**config.mk**
```make
export PLATFORM = sky130hd
export DESIGN_NAME = fifo_rd
export DESIGN_NICKNAME = d
export VERILOG_FILES = /design/src/rtl/fifo_rd.sv
export SDC_FILE = /design/constraint.sdc
export NUM_CORES = 1
export LEC_CHECK = 0
export ABC_AREA = 1
export CORE_UTILIZATION = 35
export CTS_CLUSTER_SIZE = 14
export DETAILED_ROUTE_END_ITERATION = 10
export GPL_TIMING_DRIVEN = 0
export PLACE_DENSITY = 0.61
export SETUP_SLACK_MARGIN = 0.15
export SYNTH_ARGS = -nofsm -noshare
export SYNTH_HDL_FRONTEND = slang
export SYNTH_SLANG_ARGS = --single-unit
```
**constraint.sdc**
```tcl
create_clock -name rd_clk -period 2 [get_ports rd_clk]
set_clock_uncertainty 0.15 [all_clocks]
set_input_delay 0.4 -clock rd_clk [delete_from_list [all_inputs] [get_ports rd_clk]]
set_output_delay 0.4 -clock rd_clk [all_outputs]
set_load 0.005 [all_outputs]
```
**src/rtl/fifo_rd.sv**
```systemverilog
// fifo_rd: drains the loopback FIFO once it reports full and checks
// every burst against the wrapping 0..WRAP_MAX sequence.
module fifo_rd #(
   parameter int DATA_W   = 8,
   parameter int WRAP_MAX = 254,
   parameter int CNT_W    = 10
) (
   input  logic              rd_clk,
   input  logic              rst_n,
   input  logic              rd_rst_busy,
   input  logic              full,
   input  logic              empty,
   input  logic [DATA_W-1:0] fifo_rd_data,
   output logic              fifo_rd_en,
   output logic              rd_data_vld,
   output logic [DATA_W-1:0] rd_data,
   output logic              burst_done,
   output logic [CNT_W-1:0]  burst_len,
   output logic [15:0]       burst_cnt,
   output logic              err,
   output logic [15:0]       err_cnt
);

   typedef enum logic [1:0] {
      IDLE = 2'd0,
      READ = 2'd1,
      DONE = 2'd2
   } state_t;

   localparam logic [DATA_W-1:0] WRAP_V = DATA_W'(WRAP_MAX);
   localparam logic [15:0]       SAT_V  = 16'hFFFF;

   state_t            state_q;
   state_t            state_d;
   logic              full_d0_q;
   logic              full_d1_q;
   logic              rd_en;
   logic              start;
   logic [CNT_W-1:0]  wcnt_q;
   logic [CNT_W-1:0]  wcnt_d;
   logic              vld_q;
   logic [DATA_W-1:0] exp_q;
   logic [DATA_W-1:0] exp_d;
   logic              chk;
   logic              miss;
   logic              done_q;
   logic              done_d;
   logic [CNT_W-1:0]  len_q;
   logic [CNT_W-1:0]  len_d;
   logic [15:0]       bcnt_q;
   logic [15:0]       bcnt_d;
   logic              err_q;
   logic              err_d;
   logic [15:0]       ecnt_q;
   logic [15:0]       ecnt_d;

   // two-flop synchronizer for the write-domain full flag
   always_ff @(posedge rd_clk or negedge rst_n) begin
      if (!rst_n) begin
         full_d0_q <= 1'b0;
         full_d1_q <= 1'b0;
      end else begin
         full_d0_q <= full;
         full_d1_q <= full_d0_q;
      end
   end

   // next state and read enable; FIFO reset overrides every state
   always_comb begin
      state_d = state_q;
      rd_en   = 1'b0;
      start   = 1'b0;
      unique case (state_q)
         IDLE: begin
            if (full_d1_q) begin
               state_d = READ;
               start   = 1'b1;
            end
         end
         READ: begin
            rd_en = !empty;
            if (empty) begin
               state_d = DONE;
            end
         end
         DONE: begin
            state_d = IDLE;
         end
         default: begin
            state_d = IDLE;
         end
      endcase
      if (rd_rst_busy) begin
         state_d = IDLE;
         rd_en   = 1'b0;
         start   = 1'b0;
      end
   end

   // FSM state register
   always_ff @(posedge rd_clk or negedge rst_n) begin
      if (!rst_n) begin
         state_q <= IDLE;
      end else begin
         state_q <= state_d;
      end
   end

   // burst word counter, cleared when a drain starts
   always_comb begin
      wcnt_d = wcnt_q;
      if (start) begin
         wcnt_d = '0;
      end else if (rd_en) begin
         wcnt_d = wcnt_q + CNT_W'(1);
      end
   end

   // checker: expected value free-runs, no resync on a bad word
   always_comb begin
      chk    = vld_q && !rd_rst_busy;
      miss   = chk && (fifo_rd_data != exp_q);
      exp_d  = exp_q;
      err_d  = err_q | miss;
      ecnt_d = ecnt_q;
      if (start) begin
         exp_d = '0;
      end else if (chk) begin
         exp_d = (exp_q == WRAP_V) ? '0 : exp_q + DATA_W'(1);
      end
      if (miss && (ecnt_q != SAT_V)) begin
         ecnt_d = ecnt_q + 16'd1;
      end
   end

   // burst record, committed only when DONE is left normally
   always_comb begin
      done_d = (state_q == DONE) && !rd_rst_busy;
      len_d  = len_q;
      bcnt_d = bcnt_q;
      if (done_d) begin
         len_d  = wcnt_q;
         bcnt_d = bcnt_q + 16'd1;
      end
   end

   // datapath registers
   always_ff @(posedge rd_clk or negedge rst_n) begin
      if (!rst_n) begin
         wcnt_q <= '0;
         vld_q  <= 1'b0;
         exp_q  <= '0;
         err_q  <= 1'b0;
         ecnt_q <= '0;
         done_q <= 1'b0;
         len_q  <= '0;
         bcnt_q <= '0;
      end else begin
         wcnt_q <= wcnt_d;
         vld_q  <= rd_en;
         exp_q  <= exp_d;
         err_q  <= err_d;
         ecnt_q <= ecnt_d;
         done_q <= done_d;
         len_q  <= len_d;
         bcnt_q <= bcnt_d;
      end
   end

   assign fifo_rd_en  = rd_en;
   assign rd_data_vld = vld_q;
   assign rd_data     = fifo_rd_data;
   assign burst_done  = done_q;
   assign burst_len   = len_q;
   assign burst_cnt   = bcnt_q;
   assign err         = err_q;
   assign err_cnt     = ecnt_q;

endmodule

```
==> results_dict.tcl, run 1 <==
set metrics [dict create \
    status "complete, no violations" \
    pwr-share-clk_pct 37.4 \
    syn_area_per_cell_um2 7.761 \
    drtAntennaViolNets 0 \
    synthFlopType "dfrtp_1" \
    layout.area.seq_um2 1684 \
    num_vias 3328 \
    cts_buffers 9 \
    cp_max_fo 3 \
    cp-start-kind "input pin" \
    ys_warn_count 0 \
    drtIter0Drc 119 \
    final_common_cell "nand2_1" \
    gr-total-overflow 0 \
    die_y_um 103.4 \
    syn_nets 482 \
    n_fill_cell 932 \
    grt_max_degree 68 \
    p_seq_share_pct 47.0 \
    slew_headroom_pct 42.81 \
    io_pins 67 \
    stdcell_count 723 \
    switching_share_pct 25.15 \
    grtUsageTotal_pct 16.86 \
    place_area_um2 4425 \
    max_freq_mhz 549.8 \
    die-area_um2 10700 \
    cts_max_level 3 \
    final_cell_mix "nand2_1, dfrtp_1, inv_1, buf_4, clkdlybuf4s50_1" \
    placedCellCount 663 \
    fp.dieW_um 103.4 \
    area_growth_pct 39.26 \
    p_leak_nw 2.653 \
    power.internal_w 0.002439 \
    cap_viol_max_count 0 \
    layout-drive-gt1-share_pct 15.93 \
    rsz0062_at_grt "yes" \
    wl_per_cell_um 11.73 \
    hold_ws_ps 4.867 \
    max_slew.worst_pin.slew_ps 857.8 \
    grt_pass1_wl_um 13940 \
    grt_pass1_vias 3051 \
    hpwl_um 5668 \
    diodes 0 \
    switching_power_w 0.0008195 \
    hp-class "in -> async" \
    rr_endpoint "err_cnt[8]" \
    via_per_inst 4.603 \
    pwr-share-comb_pct 15.6 \
    fin_crit_ps 1819 \
    clkLatencyLatePin_ps 330 \
    setup_tns_ps 0 \
    end_kind "output port" \
    r2r_cells 7 \
    cts.sinks 67 \
    hold_buffers 0 \
    finalPower_w 0.003259 \
    crit_type "in -> out" \
    setup_viol 0 \
    synth_edf_count 0 \
    cts_tree "built" \
    start_util_pct 36.50 \
    timing.rr.start "err_cnt[1]" \
    dr.pass1.iters 4 \
    gp_congestion 0.8009 \
    netlist_instances 464 \
    path_clk_slew_ps 70 \
    row_count 36 \
    antenna_found_initial 0 \
    cts_buffer_depth 2 \
    numPortBuffers 66 \
    postLayoutCellArea_um2 5015 \
    hold_viol_final 0 \
    multiInputGateArea_um2 1610 \
    netlist_area_um2 3601 \
    ys_async_sr_fraction_pct 100.0 \
    synth-seq-area-share_pct 46.56 \
    crit_required_ps 1450 \
    peakVddDrop_uv 442.8 \
    drt_wl_total_um 8481 \
    p_per_area_nw_per_um2 649.8 \
    synth_cell_types 29 \
    period_share_pct 90.95 \
    cts_root_buffer "clkbuf_8" \
    ys_ff_latch 67 \
    drcViolationCount 0 \
    drv_slew 0 \
    nets 603 \
    r2r_slack_ps 290 \
    arrival_ps 1270 \
    core_region_area_um2 9864 \
]
flip-flops by register name, indices dropped and copies added (netlist names), 2 cells and up:
signal and cells:
state_q 2, burst_len 10, wcnt_q 10, exp_q 8, burst_cnt 16, err_cnt 16
synthesized netlist by cell type (2+ instances only):
cell type | instances | area [um^2]
a21oi_1 | 8 | 40.04
and3_1 | 2 | 12.51
buf_2 | 2 | 10.01
buf_4 | 8 | 60.06
clkbuf_1 | 3 | 11.26
dfrtp_1 | 67 | 1677
ha_1 | 5 | 62.56
inv_1 | 61 | 229.0
inv_2 | 3 | 11.26
nand2_1 | 153 | 574.3
nand3_1 | 26 | 130.1
nand3_2 | 2 | 20.02
nand3b_1 | 2 | 15.01
nand4_1 | 21 | 131.4
nor2_1 | 38 | 142.6
nor2_2 | 3 | 18.77
nor3_1 | 5 | 25.02
nor3_2 | 3 | 30.03
o21ai_0 | 19 | 95.09
xnor2_1 | 10 | 87.58
xor2_1 | 15 | 131.4
power by group through the flow:
stage / combinational [W] / clock (W) / sequential, W
2_1_floorplan: 0.000189 / 0 / 0.00156
3_3_place_gp: 0.000440 / 0 / 0.00157
3_5_place_dp: 0.000444 / 0 / 0.00157
4_1_cts: 0.000496 / 0.00126 / 0.00154
5_1_grt: 0.000575 / 0.00132 / 0.00155
6_report: 0.000507 / 0.00122 / 0.00153
metrics by stage:
| step | setup slack [ps] | utilization (%) |
|---|---|---|
| finish | 181.1 | 50.84 |
| global route | 100.7 | 50.84 |
| CTS | 126.9 | 48.11 |
| detailed placement | -431.7 | 44.86 |
| global placement | -1981 | 44.89 |
| floorplan | 390.1 | - |
cell type report:
class,count,area share (%)
Sequential cell,67,33.58
Clock inverter,4,1.497
Inverter,64,4.840
Buffer,14,1.971
Multi-Input combinational cell,319,32.11
Clock buffer,12,2.695
Tap cell,133,3.318
Timing Repair Buffer,110,19.99
metal layers:
layer | vias up | share of wire (%) | wire, um | global-route usage (%)
met3 | 7 | 4.4 | 374 | 4.637
li1 | 1697 | - | - | -
met4 | 0 | 1.1 | 96 | 4.225
met2 | 69 | 47 | 4002 | 27.92
met1 | 1555 | 47 | 4008 | 21.83
met5 | - | 0 | 0 | 0
cell families (layout without fill, tap and decap cells):
logic type / after synthesis / after routing / synth area share (%)
flops: 67 / 67 / 46.56
simple gates: 260 / 260 / 32.28
xor+xnor: 25 / 25 / 6.081
fa+ha+maj: 5 / 5 / 1.737
compound gates: 29 / 29 / 4.100
buf+inv: 78 / 204 / 9.243
how the worst max path moves through the flow:
stage / start / endpoint / slack [ps] / cells past startpoint
2_1_floorplan: err_cnt[0] / err_cnt[2] / 390 / 7
3_3_place_gp: rst_n / burst_done / -1980 / 1
3_5_place_dp: rd_rst_busy / fifo_rd_en / -430 / 5
4_1_cts: empty / fifo_rd_en / 130 / 5
5_1_grt: state_q[1] / fifo_rd_en / 100 / 4
6_report: fifo_rd_data[3] / rd_data[3] / 180 / 3
critical path, stage by stage:
cell	delay [ps]
dlygate4sd2_1	260
buf_4	130
clkdlybuf4s50_1	480
what timing repair did:
action                                  CTS  global route
resized for setup                        19            21
buffers inserted                         14            30
endpoints found under the setup margin   23            44
pin swaps                                 2             3
No activity file was read; power rests on OpenSTA's default activity.
==> run 2: changes to the inputs <==
--- a/config.mk
+++ b/config.mk
@@ -9,6 +9,7 @@
 export CORE_UTILIZATION = 35
 export CTS_CLUSTER_SIZE = 14
 export DETAILED_ROUTE_END_ITERATION = 10
+export GPL_ROUTABILITY_DRIVEN = 0
 export GPL_TIMING_DRIVEN = 0
 export PLACE_DENSITY = 0.61
 export SETUP_SLACK_MARGIN = 0.15
==> results of run 2 <==
Same layout as run 1: the final DEF is identical, and so are final timing and power.
==> run 3: changes to the inputs <==
==> constraint.sdc (replaced) <==
create_clock -name rd_clk -period 2.01 [get_ports rd_clk]
set_clock_uncertainty 0.15 [all_clocks]
set_input_delay 0.402 -clock rd_clk [delete_from_list [all_inputs] [get_ports rd_clk]]
set_output_delay 0.402 -clock rd_clk [all_outputs]
set_load 0.01 [all_outputs]
==> run 3 against run 2 <==
Non-clock buffer count shrank 15. Sequential cell count is the same. Count of clock-buffer cells in the layout is the same.
==> results_dict.tcl, run 3 (synthesized netlist as in run 1, its figures left out) <==
set metrics [dict create \
    n_fill_cell 944 \
    cts_max_level 3 \
    p_leak_nw 2.659 \
    slew_headroom_pct 43.31 \
    hpwl_um 5668 \
    use_met3_pct 4.637 \
    die_y_um 103.4 \
    cts_tree "built" \
    hold_viol_final 0 \
    hold_buffers 0 \
    grt_pass1_wl_um 14080 \
    numPortBuffers 66 \
    period_share_pct 91.49 \
    hp-class "in -> async" \
    stdcell_count 708 \
    grt_max_degree 68 \
    path_clk_slew_ps 60 \
    p_per_area_nw_per_um2 659.8 \
    peakVddDrop_uv 449.0 \
    multiInputGateArea_um2 1628 \
    path_buf_inv 3 \
    layout-drive-gt1-share_pct 14.61 \
    fp.dieW_um 103.4 \
    drt_wl_total_um 8424 \
    arrival_ps 1290 \
    die-area_um2 10700 \
    via_per_inst 4.672 \
    status "complete, no violations" \
    fin_crit_ps 1839 \
    grt_util_met2_pct 28.58 \
    layout.area.seq_um2 1684 \
    max_freq_mhz 543.8 \
    cp-start-kind "input pin" \
    setup_tns_ps 0 \
    area_growth_pct 36.62 \
    cp_max_fo 3 \
    end_kind "output port" \
    io_pins 67 \
    antenna_found_initial 0 \
    cts.sinks 67 \
    rsz0062_at_grt "yes" \
    critPathTopFamily "buffers and inverters" \
    final_common_cell "nand2_1" \
    num_vias 3308 \
    postLayoutCellArea_um2 4920 \
    max_slew.worst_pin.slew_ps 850.3 \
    wl_per_cell_um 11.90 \
    cts_buffers 9 \
    drtAntennaViolNets 0 \
    drcViolationCount 0 \
    dr.pass1.iters 4 \
    crit_chain "dlygate4sd2_1 > buf_4 > clkdlybuf4s50_1" \
    row_count 36 \
    grtUsageTotal_pct 17.07 \
    clkLatencyLatePin_ps 340 \
    crit_path_top_delay_cell "clkdlybuf4s50_1" \
    final_cell_mix "nand2_1, dfrtp_1, inv_1, buf_4" \
    crit_type "in -> out" \
    nets 588 \
    placedCellCount 663 \
    core_region_area_um2 9864 \
    drv_slew 0 \
    drtIter0Drc 111 \
    diodes 0 \
    crit_required_ps 1460 \
    cap_viol_max_count 0 \
    setup_viol 0 \
    grt_busiest_layer "met2" \
    start_util_pct 36.50 \
    cts_root_buffer "clkbuf_8" \
    cts_buffer_depth 2 \
    grt_pass1_vias 3096 \
    place_area_um2 4425 \
    use_met1_pct 21.89 \
    gr-total-overflow 0 \
    slowest_delay_ps 520 \
]
[run 3: routing by layer]
layer / share of wire [%] / vias to the layer above
met5: 0 / -
met4: 0.68 / 0
met3: 4.3 / 8
met2: 48 / 79
met1: 47 / 1555
li1: - / 1666
[run 3: area by class of cell]
cell class                      instances  share of cell area, %
Buffer                                 14                  2.009
Clock buffer                           12                  2.747
Clock inverter                          4                  1.526
Inverter                               64                  4.934
Multi-Input combinational cell        319                  33.09
Sequential cell                        67                  34.23
Tap cell                              133                  3.383
Timing Repair Buffer                   95                  18.08
[run 3: power breakdown]
part	internal [W]	switching [W]	leakage (nW)	total, W
Clock	0.000701	0.000514	0.0968	0.00121
Sequential	0.00144	0.0000817	0.900	0.00152
Combinational	0.000260	0.000249	1.66	0.000508
Total	0.00240	0.000844	2.66	0.00325
[run 3: final timing paths]
check / to / from / depth (start not counted) / slack (ps)
setup / recovery: rd_data[0] / fifo_rd_data[0] / 3 / 170
hold / removal: err_cnt[2] / rst_n / 1 / 8
max in group asynchronous: err_cnt[10] / rst_n / 1 / 1100
min in group rd_clk: state_q[1] / rd_rst_busy / 2 / 200
hold reg to reg: full_d1_q / full_d0_q / 0 / 210
setup reg to reg: burst_cnt[11] / state_q[0] / 7 / 300
[run 3: repair_timing]
action | CTS | global route
pin swaps | 1 | 3
gates resized for setup | 28 | 30
endpoints found under the setup margin | 36 | 40
buffers inserted | 19 | 10
endpoints found under the hold margin | 0 | 0
[run 3: through the flow]
stage	power, W	hold slack [ps]	setup slack, ps	utilization, %
after floorplan	0.001770	-43.59	356.5	-
after global placement	0.002030	188.0	-1973	44.89
after detailed placement	0.002037	199.1	-461.1	44.86
after CTS	0.003275	55.50	-88.13	48.40
after global routing	0.003419	93.84	146.7	49.87
final	0.003246	8.418	171.1	49.87
==> RTL change 1: new RTL, settings of run 1 <==
The parameter `DATA_W` goes from 8 to 12.
--- a/src/rtl/fifo_rd.sv
+++ b/src/rtl/fifo_rd.sv
@@ -2,5 +2,5 @@
 // every burst against the wrapping 0..WRAP_MAX sequence.
 module fifo_rd #(
-   parameter int DATA_W   = 8,
+   parameter int DATA_W   = 12,
    parameter int WRAP_MAX = 254,
    parameter int CNT_W    = 10
Interface: changed (resized fifo_rd_data and rd_data); port bits go from 67 to 75. The function was not compared with the original's and may differ.
==> RTL change 1 against run 1 <==
  * Design area up 7.3%
  * Synthesized cell count up 3.2%
  * Largest cell class is now multi-input combinational cells
  * Setup slack better by 0.013 ns
  * Critical path depth fell by 2
  * Register-to-register slack lost 0.04 ns
  * Clock power about the same
  * Wire length grew 6.4%
  * Critical path type is now reg -> out
  * Die area rose by 8.5%
  * Critical endpoint is now burst_cnt[9]
  * Sequential cell count up 4
  * Total power increased by 5.8%
  * Maximum frequency rose by 0.73%
  * Combinational power increased by 22%
  * Largest power group unchanged
  * Area after synthesis increased by 8.7%
==> RTL change 1: results (changes against run 1) <==
| Metric | Value |
|---|---|
| Outcome | finished, final reports clean |
| Ratio of cells with drive above 1 in the final layout | 20.03% (+4.1 points) |
| TritonCTS buffer count | 9 (unchanged) |
| Cell Area, Synth | 3915 um2 (+8.7%) |
| Clock latency on the worst-skew pair | 0.35 ns (+0.02 ns) |
| Hold Crit Start | full_d0_q |
| Post-synth net total | 501 (+3.9%) |
| Ys async rst share | 100.0% (unchanged) |
| Top FF cell, synth | dfrtp_1 |
| Min cycle time layout | 1.806 ns (-0.01320 ns) |
| First-pass GRT wire length | 15.50 mm (+11%) |
| Register area share after synthesis | 45.38% (-1.2 points) |
| Crit-path leading delay family | buffers and inverters |
| Area contributors post-synth | dfrtp_1, nand2_1, inv_1 |
| Placed wire-length estimate | 6.274 mm (+11%) |
| RD Place Congestion | 0.8219 (+2.6%) |
| Initial drt markers | 83 (-30%) |
| Input/output buffers | 74 (+12%) |
| CP startpoint | burst_cnt[9] |
| Hold slack | 0.2057 ns (+0.2009 ns) |
| Worst-Margin Slew | 0.4100 ns (-0.4479 ns) |
| Routed WL per cell | 12.05 um (+2.7%) |
| Worst path slowest cell | clkdlybuf4s50_1 |
| GR Util All Layers | 16.81% (-0.050 points) |
| Switching share of power | 28.62% (+3.5 points) |
| CTS max path bufs | 2 (unchanged) |
| GR Layer Usage met1 | 20.80% (-1.0 points) |
| Setup slack at placement | -0.4258 ns (+0.005860 ns) |
| Drt pass-1 iters | 4 (unchanged) |
| Synth Area per Inst | 8.173 um2 (+5.3%) |
| Met2 usage | 28.66% (+0.75 points) |
| Worst Hold Class | reg -> reg |
| Area grow syn2layout | 37.46% |
| Met3 Track Usage GR | 3.753% (-0.88 points) |
| Synth cell types | 35 (+21%) |
| Placed cells | 694 (+4.7%) |
| VDD IR max | 0.0003696 V (-17%) |
| Largest fanout on the critical path | 3 (unchanged) |
| Synth cell count leaders | nand2_1, dfrtp_1, inv_1 |
| Pleak | 2.611 nW (-1.6%) |
| CTS root buffer | clkbuf_8 |
| Worst r2r src | err_cnt[0] |
| Vias in the first global route | 3312 (+8.6%) |
| Final WL | 9.027 mm (+6.4%) |
| Reg2Reg Setup Slack | 0.25 ns (-0.04 ns) |
| Antenna cell count | 0 (unchanged) |
| Largest net degree at the start of global routing | 44 (-35%) |
| Critical Path Max Stage Delay | 0.52 ns (+0.04 ns) |
| Post-Place Cell Area | 4856 um2 (+9.7%) |
| Clock-pin transition on the worst setup and hold timing paths | 0.08 ns |
| YS warnings | 0 (unchanged) |
| Antenna violations before repair | 0 (unchanged) |
| H-tree levels | 3 (unchanged) |
| Number of fillers in the final layout | 1078 (+16%) |
| Vias | 3477 (+4.5%) |
| Final #Nets | 626 (+3.8%) |
| Arrival time at the worst endpoint | 1.26 ns |
[RTL change 1: routing by layer]
metal  up-vias  routed length [um]
met1      1631                4138
met3         8                 341
met4         0                 111
li1       1770                   -
met2        68                4435
met5         -                   0
[RTL change 1: logic make-up after synthesis]
logic type	Yosys count	synth area share, %
AOI/OAI and AO/OA	29	4.283
buffers and inverters	71	8.852
DFF	71	45.38
and+or+nand+nor	269	32.28
adders and majority gates	5	1.598
xor gates and xnor gates	34	7.606
[RTL change 1: worst reg2reg max path: cells and delay by family (launching register included)]
kind | cells | cell delay [ns]
and+or+nand+nor | 6 | 0.64
buffers and inverters | 2 | 0.28
DFF | 1 | 0.38
adders and majority gates | 1 | 0.21
[RTL change 1: worst paths after layout]
path,end,cells after the start
worst min-delay path,full_d1_q,0
worst max register to register,err_cnt[9],9
worst min register to register,full_d1_q,0
worst max-delay path,burst_cnt[9],1
max in group asynchronous,err_cnt[7],3
min in group asynchronous,burst_len[8],2
[RTL change 1: repair_timing]
action	in CTS	in global routing
resized for setup	27	13
pin swaps	2	6
buffers inserted	24	14
hold endpoints to repair	28	0
setup endpoints to repair	36	31
hold buffers	1	0
[RTL change 1: area by class of cell]
class | count | area share [%]
clock inverters | 7 | 1.465
plain buffers | 21 | 3.046
flip-flops and latches | 71 | 33.25
clock buffers | 9 | 2.302
inverters | 50 | 3.534
repair buffers | 114 | 19.44
well taps | 140 | 3.255
multi-input cells | 337 | 33.71
[RTL change 1: power by group through the flow]
stage	clock network [mW]	registers [mW]	logic, mW
detailed placement	0	1.67	0.537
global placement	0	1.66	0.524
floorplan	0	1.65	0.254
finish	1.22	1.61	0.620
CTS	1.27	1.62	0.605
global route	1.31	1.63	0.701
==> RTL change 2: new RTL, config.mk and constraints of run 1 <==
Made on the original files. Make the reset (`rst_n`) synchronous in 3 clocked blocks.
--- a/src/rtl/fifo_rd.sv
+++ b/src/rtl/fifo_rd.sv
@@ -56,5 +56,5 @@
 
    // two-flop synchronizer for the write-domain full flag
-   always_ff @(posedge rd_clk or negedge rst_n) begin
+   always_ff @(posedge rd_clk) begin
       if (!rst_n) begin
          full_d0_q <= 1'b0;
@@ -99,5 +99,5 @@
 
    // FSM state register
-   always_ff @(posedge rd_clk or negedge rst_n) begin
+   always_ff @(posedge rd_clk) begin
       if (!rst_n) begin
          state_q <= IDLE;
@@ -146,5 +146,5 @@
 
    // datapath registers
-   always_ff @(posedge rd_clk or negedge rst_n) begin
+   always_ff @(posedge rd_clk) begin
       if (!rst_n) begin
          wcnt_q <= '0;
Behaviour: differs if rst_n is asserted again (counterexample within 4 cycles, from zero or initial values and one cycle with rst_n low); with rst_n held inactive, the same outputs for 10 cycles.
==> RTL change 2 against run 1 <==
  * Sequential cell count unchanged
  * Synthesized cell count up 6.5%
  * Critical path type unchanged
  * Setup slack better by 0.0018 ns
  * Design area down 6.9%
  * Wire length up 2.3%
  * Area after synthesis down 0.45%
  * Maximum frequency about the same
  * Core utilization down 3.5 points
  * Die area down 0.44%
Power is not compared: it rests on default switching activity, and its combinational part moved more than twofold at a synthesized area within 25%.
==> RTL change 2: results (changes against run 1) <==
| Metric | Value |
|---|---|
| Largest net degree at the start of global routing | 11 (-84%) |
| Top FF cell, synth | dfxtp_1 |
| H-tree levels | 3 (unchanged) |
| Ratio of cells with drive above 1 in the final layout | 17.82% (+1.9 points) |
| Max-slew headroom | 62.74% (+20 points) |
| Final #Nets | 592 (-1.8%) |
| Vias in the first global route | 3231 (+5.9%) |
| Outcome | finished, final reports clean |
| Input/output buffers | 65 (-1.5%) |
| Synth cell count leaders | nand2_1, dfxtp_1, inv_1, nor2_1, a21oi_1 |
| Synth cell types | 40 (+38%) |
| Antenna cell count | 0 (unchanged) |
| Post-synth net total | 512 (+6.2%) |
| Worst Hold Class | in -> reg |
| Clock latency on the worst-skew pair | 0.35 ns (+0.02 ns) |
| Initial drt markers | 151 (+27%) |
| GR Util All Layers | 17.48% (+0.61 points) |
| Area contributors post-synth | dfxtp_1, nand2_1, inv_1 |
| Clock-pin transition on the worst setup and hold timing paths | 0.07 ns (about the same) |
| YS warnings | 0 (unchanged) |
| Drt pass-1 iters | 5 (+1) |
| RD Place Congestion | 0.8088 (+0.99%) |
| Largest fanout on the critical path | 3 (unchanged) |
| Pleak | 1.845 nW |
| TritonCTS buffer count | 9 (unchanged) |
| CTS max path bufs | 2 (unchanged) |
| Register area share after synthesis | 37.42% (-9.1 points) |
| Antenna violations before repair | 0 (unchanged) |
| Final WL | 8.673 mm (+2.3%) |
| CTS root buffer | clkbuf_8 |
| Ys async rst share | 0% (-100 points) |
| Switching share of power | 21.87% |
| Placed wire-length estimate | 6.341 mm (+12%) |
| First-pass GRT wire length | 14.44 mm (+3.6%) |
| VDD IR max | 0.0003349 V |
| Via density | 4.731 (+2.8%) |
## RTL change 2: logic make-up after synthesis
family / Yosys count / synth area share, %
AO/OA/AOI/OAI: 59 / 8.691
XOR/XNOR: 10 / 2.443
adder cells (fa/ha/maj): 5 / 1.745
buffers and inverters: 83 / 10.65
flip-flops: 67 / 37.42
AND/OR/NAND/NOR: 270 / 39.06
## RTL change 2: area by class of cell
cell class,instances,area (um2)
Timing Repair Buffer,69,673.1
Fill cell,995,5194
Sequential cell,67,1385
Clock inverter,2,35.03
Tap cell,133,166.4
Buffer,20,140.1
Multi-Input combinational cell,344,1871
Clock buffer,13,158.9
Inverter,63,241.5
## RTL change 2: worst max-delay path: stages
cell             delay, ns
dlygate4sd2_1         0.26
buf_4                 0.12
clkdlybuf4s50_1       0.48
## RTL change 2: timing repair
action	CTS	global route
endpoints found under the setup margin	23	24
pin swaps	1	0
setup buffers	2	2
resized for setup	26	25
cloned	0	0
hold buffers	0	0
## RTL change 2: path summary, 6_finish.rpt
kind	slack, ns	endpoint	cells past startpoint	startpoint
setup / recovery	0.18	rd_data[0]	3	fifo_rd_data[0]
hold / removal	0.26	burst_cnt[5]	3	rst_n
setup reg to reg	0.29	err_cnt[10]	9	err_cnt[0]
hold reg to reg	0.27	full_d1_q	2	full_d0_q
## RTL change 2: power by group through the flow
stage | combinational [mW] | clock [mW] | sequential [mW]
after floorplan | 0.0645 | 0 | 1.37
after global placement | 0.123 | 0 | 1.37
after detailed placement | 0.124 | 0 | 1.37
after CTS | 0.120 | 1.16 | 1.34
after global routing | 0.133 | 1.23 | 1.33
final | 0.121 | 1.14 | 1.33
## RTL change 2: metrics by stage
step,setup slack (ns),instance area [um2],instances,util [%]
after global placement,-0.3874,4402,692,44.62
final,0.1828,4671,711,47.35
after global routing,0.1436,4671,711,47.35
after CTS,0.1363,4613,709,46.77
after detailed placement,-0.3730,4402,692,44.62
after floorplan,0.3748,3585,494,-
## RTL change 2: per-layer routing
metal  global-route usage [%]  wire, um  up-vias
met1                    20.56      3879     1532
met5                        0         0        -
met2                    30.21      4303       79
li1                         -         -     1739
met4                    6.501       103        0
met3                    5.040       386       14
